`src/rtl/program_loader.sv`:
```
// Front-panel program loader: debounces the panel keys, writes DIP words into
// instruction memory at consecutive addresses, tracks the loaded word count (eom),
// issues run/step/CPU-reset pulses and lets the operator browse loaded words on the LEDs.
// Optional read-back verify is enabled by defining PROGRAM_LOADER_VERIFY_EN; without it
// a write takes a single WRITE cycle and err is tied low.
module program_loader #(
  parameter int unsigned ADDR_W          = 8,
  parameter int unsigned DATA_W          = 16,
  parameter int unsigned DEBOUNCE_CYCLES = 50000
) (
  input  logic              clk,
  input  logic              rst,
  input  logic [DATA_W-1:0] dip,
  input  logic [4:0]        key,
  output logic [ADDR_W-1:0] im_addr,
  output logic [DATA_W-1:0] im_din,
  output logic              im_we,
  input  logic [DATA_W-1:0] im_dout,
  output logic [ADDR_W-1:0] eom,
  output logic              full,
  output logic              run_start,
  output logic              step,
  output logic              cpu_reset,
  output logic              busy,
  output logic              err,
  output logic [DATA_W-1:0] led
);

  localparam int unsigned CNT_W = $clog2(DEBOUNCE_CYCLES + 1);
  localparam logic [CNT_W-1:0] CNT_LAST = CNT_W'(DEBOUNCE_CYCLES - 1);
  localparam logic [ADDR_W-1:0] EOM_MAX = {ADDR_W{1'b1}};

  // Key indices
  localparam int unsigned KeyWrite  = 0;
  localparam int unsigned KeyRun    = 1;
  localparam int unsigned KeyStep   = 2;
  localparam int unsigned KeyClear  = 3;
  localparam int unsigned KeyBrowse = 4;

  typedef enum logic [1:0] {StIdle, StWrite, StRd, StChk} state_t;

  // Debouncer state, one lane per key
  logic [4:0]       sync1_q, sync2_q, level_q, level_d1_q, event_q;
  logic [CNT_W-1:0] cnt_q [5];

  // FSM and datapath state
  state_t            state_q, state_d;
  logic [ADDR_W-1:0] eom_q, eom_d;
  logic              full_q, full_d;
  logic [ADDR_W-1:0] ptr_q, ptr_d;
  logic [DATA_W-1:0] word_q, word_d;
  logic [DATA_W-1:0] led_q, led_d;

  logic [ADDR_W:0]   ptr_inc;
  logic [ADDR_W-1:0] eom_inc;

  assign ptr_inc = {1'b0, ptr_q} + (ADDR_W + 1)'(1);
  assign eom_inc = eom_q + ADDR_W'(1);

  // Synchronize, debounce and edge-detect every key
  always_ff @(posedge clk) begin
    if (rst) begin
      sync1_q    <= '0;
      sync2_q    <= '0;
      level_q    <= '0;
      level_d1_q <= '0;
      event_q    <= '0;
      for (int k = 0; k < 5; k++) cnt_q[k] <= '0;
    end else begin
      sync1_q    <= key;
      sync2_q    <= sync1_q;
      level_d1_q <= level_q;
      event_q    <= level_q & ~level_d1_q;
      for (int k = 0; k < 5; k++) begin
        if (sync2_q[k] == level_q[k]) begin
          cnt_q[k] <= '0;
        end else if (cnt_q[k] == CNT_LAST) begin
          cnt_q[k]   <= '0;
          level_q[k] <= sync2_q[k];
        end else begin
          cnt_q[k] <= cnt_q[k] + CNT_W'(1);
        end
      end
    end
  end

`ifdef PROGRAM_LOADER_VERIFY_EN
  logic err_q, err_d;
`endif

  // FSM state and datapath registers
  always_ff @(posedge clk) begin
    if (rst) begin
      state_q <= StIdle;
      eom_q   <= '0;
      full_q  <= 1'b0;
      ptr_q   <= '0;
      word_q  <= '0;
      led_q   <= '0;
`ifdef PROGRAM_LOADER_VERIFY_EN
      err_q   <= 1'b0;
`endif
    end else begin
      state_q <= state_d;
      eom_q   <= eom_d;
      full_q  <= full_d;
      ptr_q   <= ptr_d;
      word_q  <= word_d;
      led_q   <= led_d;
`ifdef PROGRAM_LOADER_VERIFY_EN
      err_q   <= err_d;
`endif
    end
  end

  // Next-state, event arbitration and memory-port outputs
  always_comb begin
    state_d   = state_q;
    eom_d     = eom_q;
    full_d    = full_q;
    ptr_d     = ptr_q;
    word_d    = word_q;
    led_d     = led_q;
`ifdef PROGRAM_LOADER_VERIFY_EN
    err_d     = err_q;
`endif
    im_addr   = eom_q;
    im_we     = 1'b0;
    run_start = 1'b0;
    step      = 1'b0;
    cpu_reset = 1'b0;

    unique case (state_q)
      StIdle: begin
        im_addr = ptr_q;
        led_d   = im_dout;
        // One event per cycle by priority; lower-priority events are dropped
        if (event_q[KeyClear]) begin
          eom_d     = '0;
          ptr_d     = '0;
          full_d    = 1'b0;
          cpu_reset = 1'b1;
`ifdef PROGRAM_LOADER_VERIFY_EN
          err_d     = 1'b0;
`endif
        end else if (event_q[KeyWrite]) begin
          if (!full_q) begin
            word_d  = dip;
            state_d = StWrite;
          end
        end else if (event_q[KeyBrowse]) begin
          if (eom_q != '0) begin
            ptr_d = (ptr_inc >= {1'b0, eom_q}) ? '0 : ptr_inc[ADDR_W-1:0];
          end
        end else if (event_q[KeyRun]) begin
          run_start = (eom_q != '0);
        end else if (event_q[KeyStep]) begin
          step = 1'b1;
        end
      end
      StWrite: begin
        im_we = 1'b1;
`ifdef PROGRAM_LOADER_VERIFY_EN
        state_d = StRd;
`else
        eom_d   = eom_inc;
        full_d  = (eom_inc == EOM_MAX);
        ptr_d   = eom_q;
        state_d = StIdle;
`endif
      end
`ifdef PROGRAM_LOADER_VERIFY_EN
      // Address stays on eom so the written word comes back during StChk
      StRd: begin
        state_d = StChk;
      end
      StChk: begin
        if (im_dout != word_q) err_d = 1'b1;
        eom_d   = eom_inc;
        full_d  = (eom_inc == EOM_MAX);
        ptr_d   = eom_q;
        state_d = StIdle;
      end
`endif
      default: begin
        state_d = StIdle;
      end
    endcase
  end

  assign im_din = word_q;
  assign eom    = eom_q;
  assign full   = full_q;
  assign busy   = (state_q != StIdle);
  assign led    = led_q;
`ifdef PROGRAM_LOADER_VERIFY_EN
  assign err    = err_q;
`else
  assign err    = 1'b0;
`endif

endmodule

```
`config.mk`:
```
export PLATFORM = sky130hd
export DESIGN_NAME = program_loader
export DESIGN_NICKNAME = d
export VERILOG_FILES = /design/src/rtl/program_loader.sv
export SDC_FILE = /design/constraint.sdc
export NUM_CORES = 1
export LEC_CHECK = 0
export ABC_AREA = 1
export BUFFER_PORTS_ARGS = -buffer_cell sky130_fd_sc_hd__buf_2
export CORE_MARGIN = 4
export CORE_UTILIZATION = 45
export DETAILED_ROUTE_END_ITERATION = 6
export PLACE_DENSITY_LB_ADDON = 0.3
export SLEW_MARGIN = 10
export SYNTH_ARGS = -nofsm -noshare
export SYNTH_HDL_FRONTEND = slang
export SYNTH_SLANG_ARGS = --single-unit
```
`constraint.sdc`:
```
create_clock -name clk -period 2.3 [get_ports clk]
set_clock_uncertainty 0.2 [all_clocks]
set_input_delay 0.345 -clock clk [delete_from_list [all_inputs] [get_ports clk]]
set_output_delay 0.345 -clock clk [all_outputs]
set_load 0.05 [all_outputs]
```
* Word level (Yosys, flattened, before mapping)
Memories as Yosys holds them, arrays and structs flattened. Index checks and enable logic that the tools add are counted.
Word-level totals: bits in registers 75, memory bits (writable) 80, input bits 39, output and inout port bits 55, word-level logic and storage cells 174, memories kept 1
Cells by class: add/subtract/negate cells 7, order comparisons 1, equality and inequality tests 15, muxes and demuxes 97, bitwise logic cells 25, reduce and logical (&&, ||, !) cells 13
Memory list:
- cnt_q | words 5, bits a word 16, rd ports 5, clocked after memory_dff 0, write ports 5, line 44 | logic [CNT_W-1:0] cnt_q [5];
Operators by type and width (number):
- $mux W16 | 15
- $add A16 B1 Y16 const B | 5
- $eq A16 B16 Y1 const B | 5
- $mux W1 | 72
- $mux W8 | 7
- $pmux W8 S2 | 2
- $or A1 B1 Y1 | 15
- $reduce_and A2 Y1 | 6
- $add A8 B1 Y9 const B | 1
- $ge A9 B8 Y1 | 1
- $ne A3 B3 Y1 const B | 3
- $add A8 B1 Y8 const B | 1
- $eq A8 B8 Y1 const B | 1
- $not A1 Y1 | 8
- $reduce_and A4 Y1 | 2
- $reduce_bool A8 Y1 | 1
- $and A5 B5 Y5 | 1
- $eq A1 B1 Y1 | 5
- $not A5 Y5 | 1
- $reduce_and A3 Y1 | 1
- $logic_not A2 Y1 | 1
- $ne A2 B2 Y1 const B | 1
- $pmux W1 S2 | 1
- $reduce_bool A2 Y1 | 1
- $reduce_or A2 Y1 | 1

* Longest topological paths before layout
depth after elaboration 8, gate-level depth with buffers 15

* Least setup slack after synthesis
No wires, ideal clock.
path type flip-flop to output port, from register state_q[0], to output port step, arrival time 2.265 ns, required time 1.755 ns, slack -0.510 ns, stages on the path, launching flop included 6, path through dfxtp_1 -> buf_6 -> nor2_8 -> buf_2 -> nand2_1 -> nor3b_1
Between the ends: cells in the longest elaborated chain, start to end 2
RTL lines:
- start, declared | line 47 | state_t state_q, state_d;
- start signal, assigned | line 94 | state_q <= StIdle;
- start signal, assigned | line 104 | state_q <= state_d;
- $logic_not A2 Y1 | line 133 | unique case (state_q)
- $mux W1 | line 133
- end, declared | line 22 | output logic step,
Every way passes these cells.

* Final worst setup path
from register eom_q[0] (netlist: eom[0]), to output port run_start
Between the ends: cells in the longest elaborated chain, start to end 6
RTL lines:
- start, declared | line 48 | logic [ADDR_W-1:0] eom_q, eom_d;
- start signal, assigned | line 105 | eom_q <= eom_d;
- $reduce_bool A8 Y1 | line 156 | run_start = (eom_q != '0);
- $mux W1 | line 155 | end else if (event_q[KeyRun]) begin
- $mux W1 | line 151 | end else if (event_q[KeyBrowse]) begin
- $mux W1 | line 146 | end else if (event_q[KeyWrite]) begin
- $mux W1 | line 138 | if (event_q[KeyClear]) begin
- $mux W1 | line 133
- end, declared | line 21 | output logic run_start,
Every way passes these cells.

==> flow_metrics.py <==
metrics = {
    "critical_path": {
        "r2r_cells": 11,
        "crit_path_max_fanout": 3,
        "rr_endpoint": "ptr_q[2]",
        "arrival_ns": 1.66,
        "crit_type": "reg -> out",
        "cp-end-kind": "output port",
        "cp-start-kind": "register",
        "rrSetupSlack_ns": 0.15,
        "rr_startpoint": "ptr_q[1]",
        "required_ns": 1.75,
    },
    "floorplan": {
        "start_util_pct": 45.9,
        "dieArea_um2": 19800,
        "dieWidth_um": 141,
        "rows": 48,
        "die_height_um": 141,
        "ios": 94,
        "core_um2": 17200,
    },
    "clock_tree": {
        "htree_levels": 4,
        "cts_tree": "done",
        "clock-root-buffer": "clkbuf_16",
        "worstSkewPairLatency_ns": 0.42,
        "clkTransAtPathRegs_ns": 0.06,
        "cts.sinks": 155,
        "numCtsBuffers": 17,
        "cts_buffer_depth": 2,
    },
    "logic_synthesis": {
        "synth_edf_count": 80,
        "netlist_instances": 996,
        "netlist-cell-type-count": 36,
        "ys_ff_latch": 155,
        "syn-mean-instance-area_um2": 7.94,
        "ys_async_sr_fraction_pct": 0,
        "yosysSeqAreaShare_pct": 49.4,
        "yosysWarnings": 0,
        "ys.flop_type": "edfxtp_1",
        "synth_area_um2": 7910,
    },
    "power_and_ir_drop": {
        "irDropWorstVdd_mv": 0.536,
        "leakagePower_nw": 4.54,
        "finalPower_mw": 6.33,
        "p_per_area_nw_per_um2": 632,
    },
    "routing": {
        "drtIter0Drc": 357,
        "ant_nets": 0,
        "via_per_inst": 4.78,
        "vias": 6944,
        "wl_um": 17000,
        "wl_met3_um": 818,
        "drt_pre_antenna_iters": 5,
        "wl_met1_um": 8130,
        "drcViolationCount": 0,
        "drt-wirelength-per-cell_um": 11.7,
        "wl_met2_um": 7850,
        "top_layer_used": "met4",
    },
    "sta": {
        "worst-slew-pin-transition_ns": 0.693,
        "fmax_mhz": 453,
        "fin_tns_setup_ns": 0,
        "setup_viol": 0,
        "min_period_ns": 2.21,
        "relSlewSlack_pct": 53.7,
        "hold_violations": 0,
        "finalCritPeriodShare_pct": 95.9,
        "slew_viol_final": 0,
    },
    "layout": {
        "drive_gt1_share_pct": 14.8,
        "syn2layout_area_growth_pct": 26.8,
        "postLayoutCellArea_um2": 10000,
        "fillers": 1517,
        "diodes": 0,
        "nNetsFinal": 1270,
        "mostFrequentLayoutCells": "nor2_1, nand2_1, inv_1",
        "final_common_cell": "nor2_1",
    },
    "outcome": {
        "status": "finished clean",
    },
    "global_routing": {
        "antenna_found_initial": 0,
        "grt_pass1_vias": 6492,
        "grt-ovfl-total": 0,
        "grt_max_degree": 44,
        "grt_pass1_wl_um": 29100,
        "track_usage_pct": 17.7,
    },
    "flow_run": {
        "maxCapViolCount": 0,
    },
    "hold_path": {
        "hold_depth": 3,
        "min_from": "im_dout[7]",
        "hp-class": "in -> reg",
        "holdPathEnd": "led[7]",
    },
    "placement": {
        "gp_congestion": 0.868,
        "hpwl_um": 11900,
        "placed_cell_area_um2": 8940,
        "io_buffers": 92,
    },
}
[cells in the mapped netlist, types with 2 or more instances]
master    number  share of area, %
nor2_1       165               7.8
nand2_1      158               7.5
inv_1        141               6.7
edfxtp_1      80                30
dfxtp_1       75                19
a21oi_1       68               4.3
nand3_1       57               3.6
o21ai_0       57               3.6
nor3_1        48               3.0
nand4_1       26               2.1
ha_1          17               2.7
xor2_1        15               1.7
nor3b_1       13               1.2
clkbuf_1      12              0.57
buf_2          8              0.51
nor2_2         8              0.63
buf_4          7              0.66
nor4_1         6              0.47
a31oi_1        4              0.32
buf_6          4              0.57
xnor2_1        4              0.44
or2_2          3              0.24
and3_1         2              0.16
conb_1         2             0.095
inv_2          2             0.095
nor3_2         2              0.25
o211ai_2       2              0.32
or2_0          2              0.16
[state kept, by name, indices dropped and copies added, names as in the netlist, 8 cells and up]
name and cells:
cnt_q 80, eom 8, im_din 16, led 16
ptr_q 8
[through the flow]
| stage | hold slack (ns) | setup slack (ns) | util (%) | cells |
|---|---|---|---|---|
| floorplan | 0.173 | -0.228 | - | 1075 |
| global placement | 0.176 | 0.000459 | 51.9 | 1383 |
| global route | 0.0239 | -0.0110 | 58.2 | 1452 |
| detailed placement | 0.180 | -0.0548 | 51.9 | 1383 |
| CTS | 0.00439 | 0.00883 | 57.5 | 1450 |
| finish | 0.0223 | 0.0945 | 58.2 | 1452 |
[worst max path at each step]
stage          startpoint         end  slack, ns
2_1_floorplan  state_q[0]  im_addr[0]      -0.23
3_3_place_gp     ptr_q[1]    ptr_q[6]     0.0005
3_5_place_dp     ptr_q[1]    ptr_q[4]      -0.05
4_1_cts          ptr_q[1]    ptr_q[4]      0.009
5_1_grt          ptr_q[4]    ptr_q[1]      -0.01
6_report           eom[0]   run_start       0.09
[timing repair]
| action | CTS | global route |
|---|---|---|
| hold endpoints to repair | 35 | 0 |
| cloned | 0 | 0 |
| pin swaps | 0 | 4 |
| gates resized for setup | 2 | 23 |
| setup endpoints to repair | 16 | 18 |
| setup buffers | 0 | 2 |
| hold buffers | 35 | 0 |
[critical path, cell delays in order, from the launching register on]
cell and delay, ns:
dfxtp_1 0.32, inv_1 0.08, ha_1 0.21, nand4_1 0.14, nand2_1 0.08, nor2_2 0.14
clkbuf_4 0.26
[cell type report]
| type | instances | area, µm² | share of cell area, % |
|---|---|---|---|
| Sequential cell | 155 | 3910 | 39.0 |
| Multi-Input combinational cell | 744 | 3650 | 36.4 |
| Timing Repair Buffer | 152 | 1020 | 10.2 |
| Inverter | 144 | 541 | 5.39 |
| Clock buffer | 17 | 425 | 4.24 |
| Tap cell | 225 | 282 | 2.81 |
| Clock inverter | 15 | 195 | 1.95 |
[power by group]
| part | internal [mW] | switching, mW | total, mW |
|---|---|---|---|
| logic | 0.129 | 0.215 | 0.343 |
| registers | 2.99 | 0.0626 | 3.05 |
| clock network | 1.81 | 1.13 | 2.94 |
[logic make-up (layout without fill, tap and decap cells)]
group / Yosys count / after routing / share of synthesized area (%)
AOI/OAI and AO/OA: 132 / 132 / 8.64
buffers and inverters: 176 / 328 / 9.19
adders and majority gates: 17 / 17 / 2.69
other: 2 / 81 / 0.0949
xor gates and xnor gates: 19 / 19 / 2.10
DFF: 155 / 155 / 49.4
and+or+nand+nor: 495 / 495 / 27.9
[routing by layer]
layer / GRT usage [%] / vias to the layer above
met1: 23.9 / 3151
met4: 5.71 / 0
li1: - / 3633
met5: 0 / -
met3: 3.46 / 18
met2: 28.7 / 142
(Power assumes the default switching activity.)
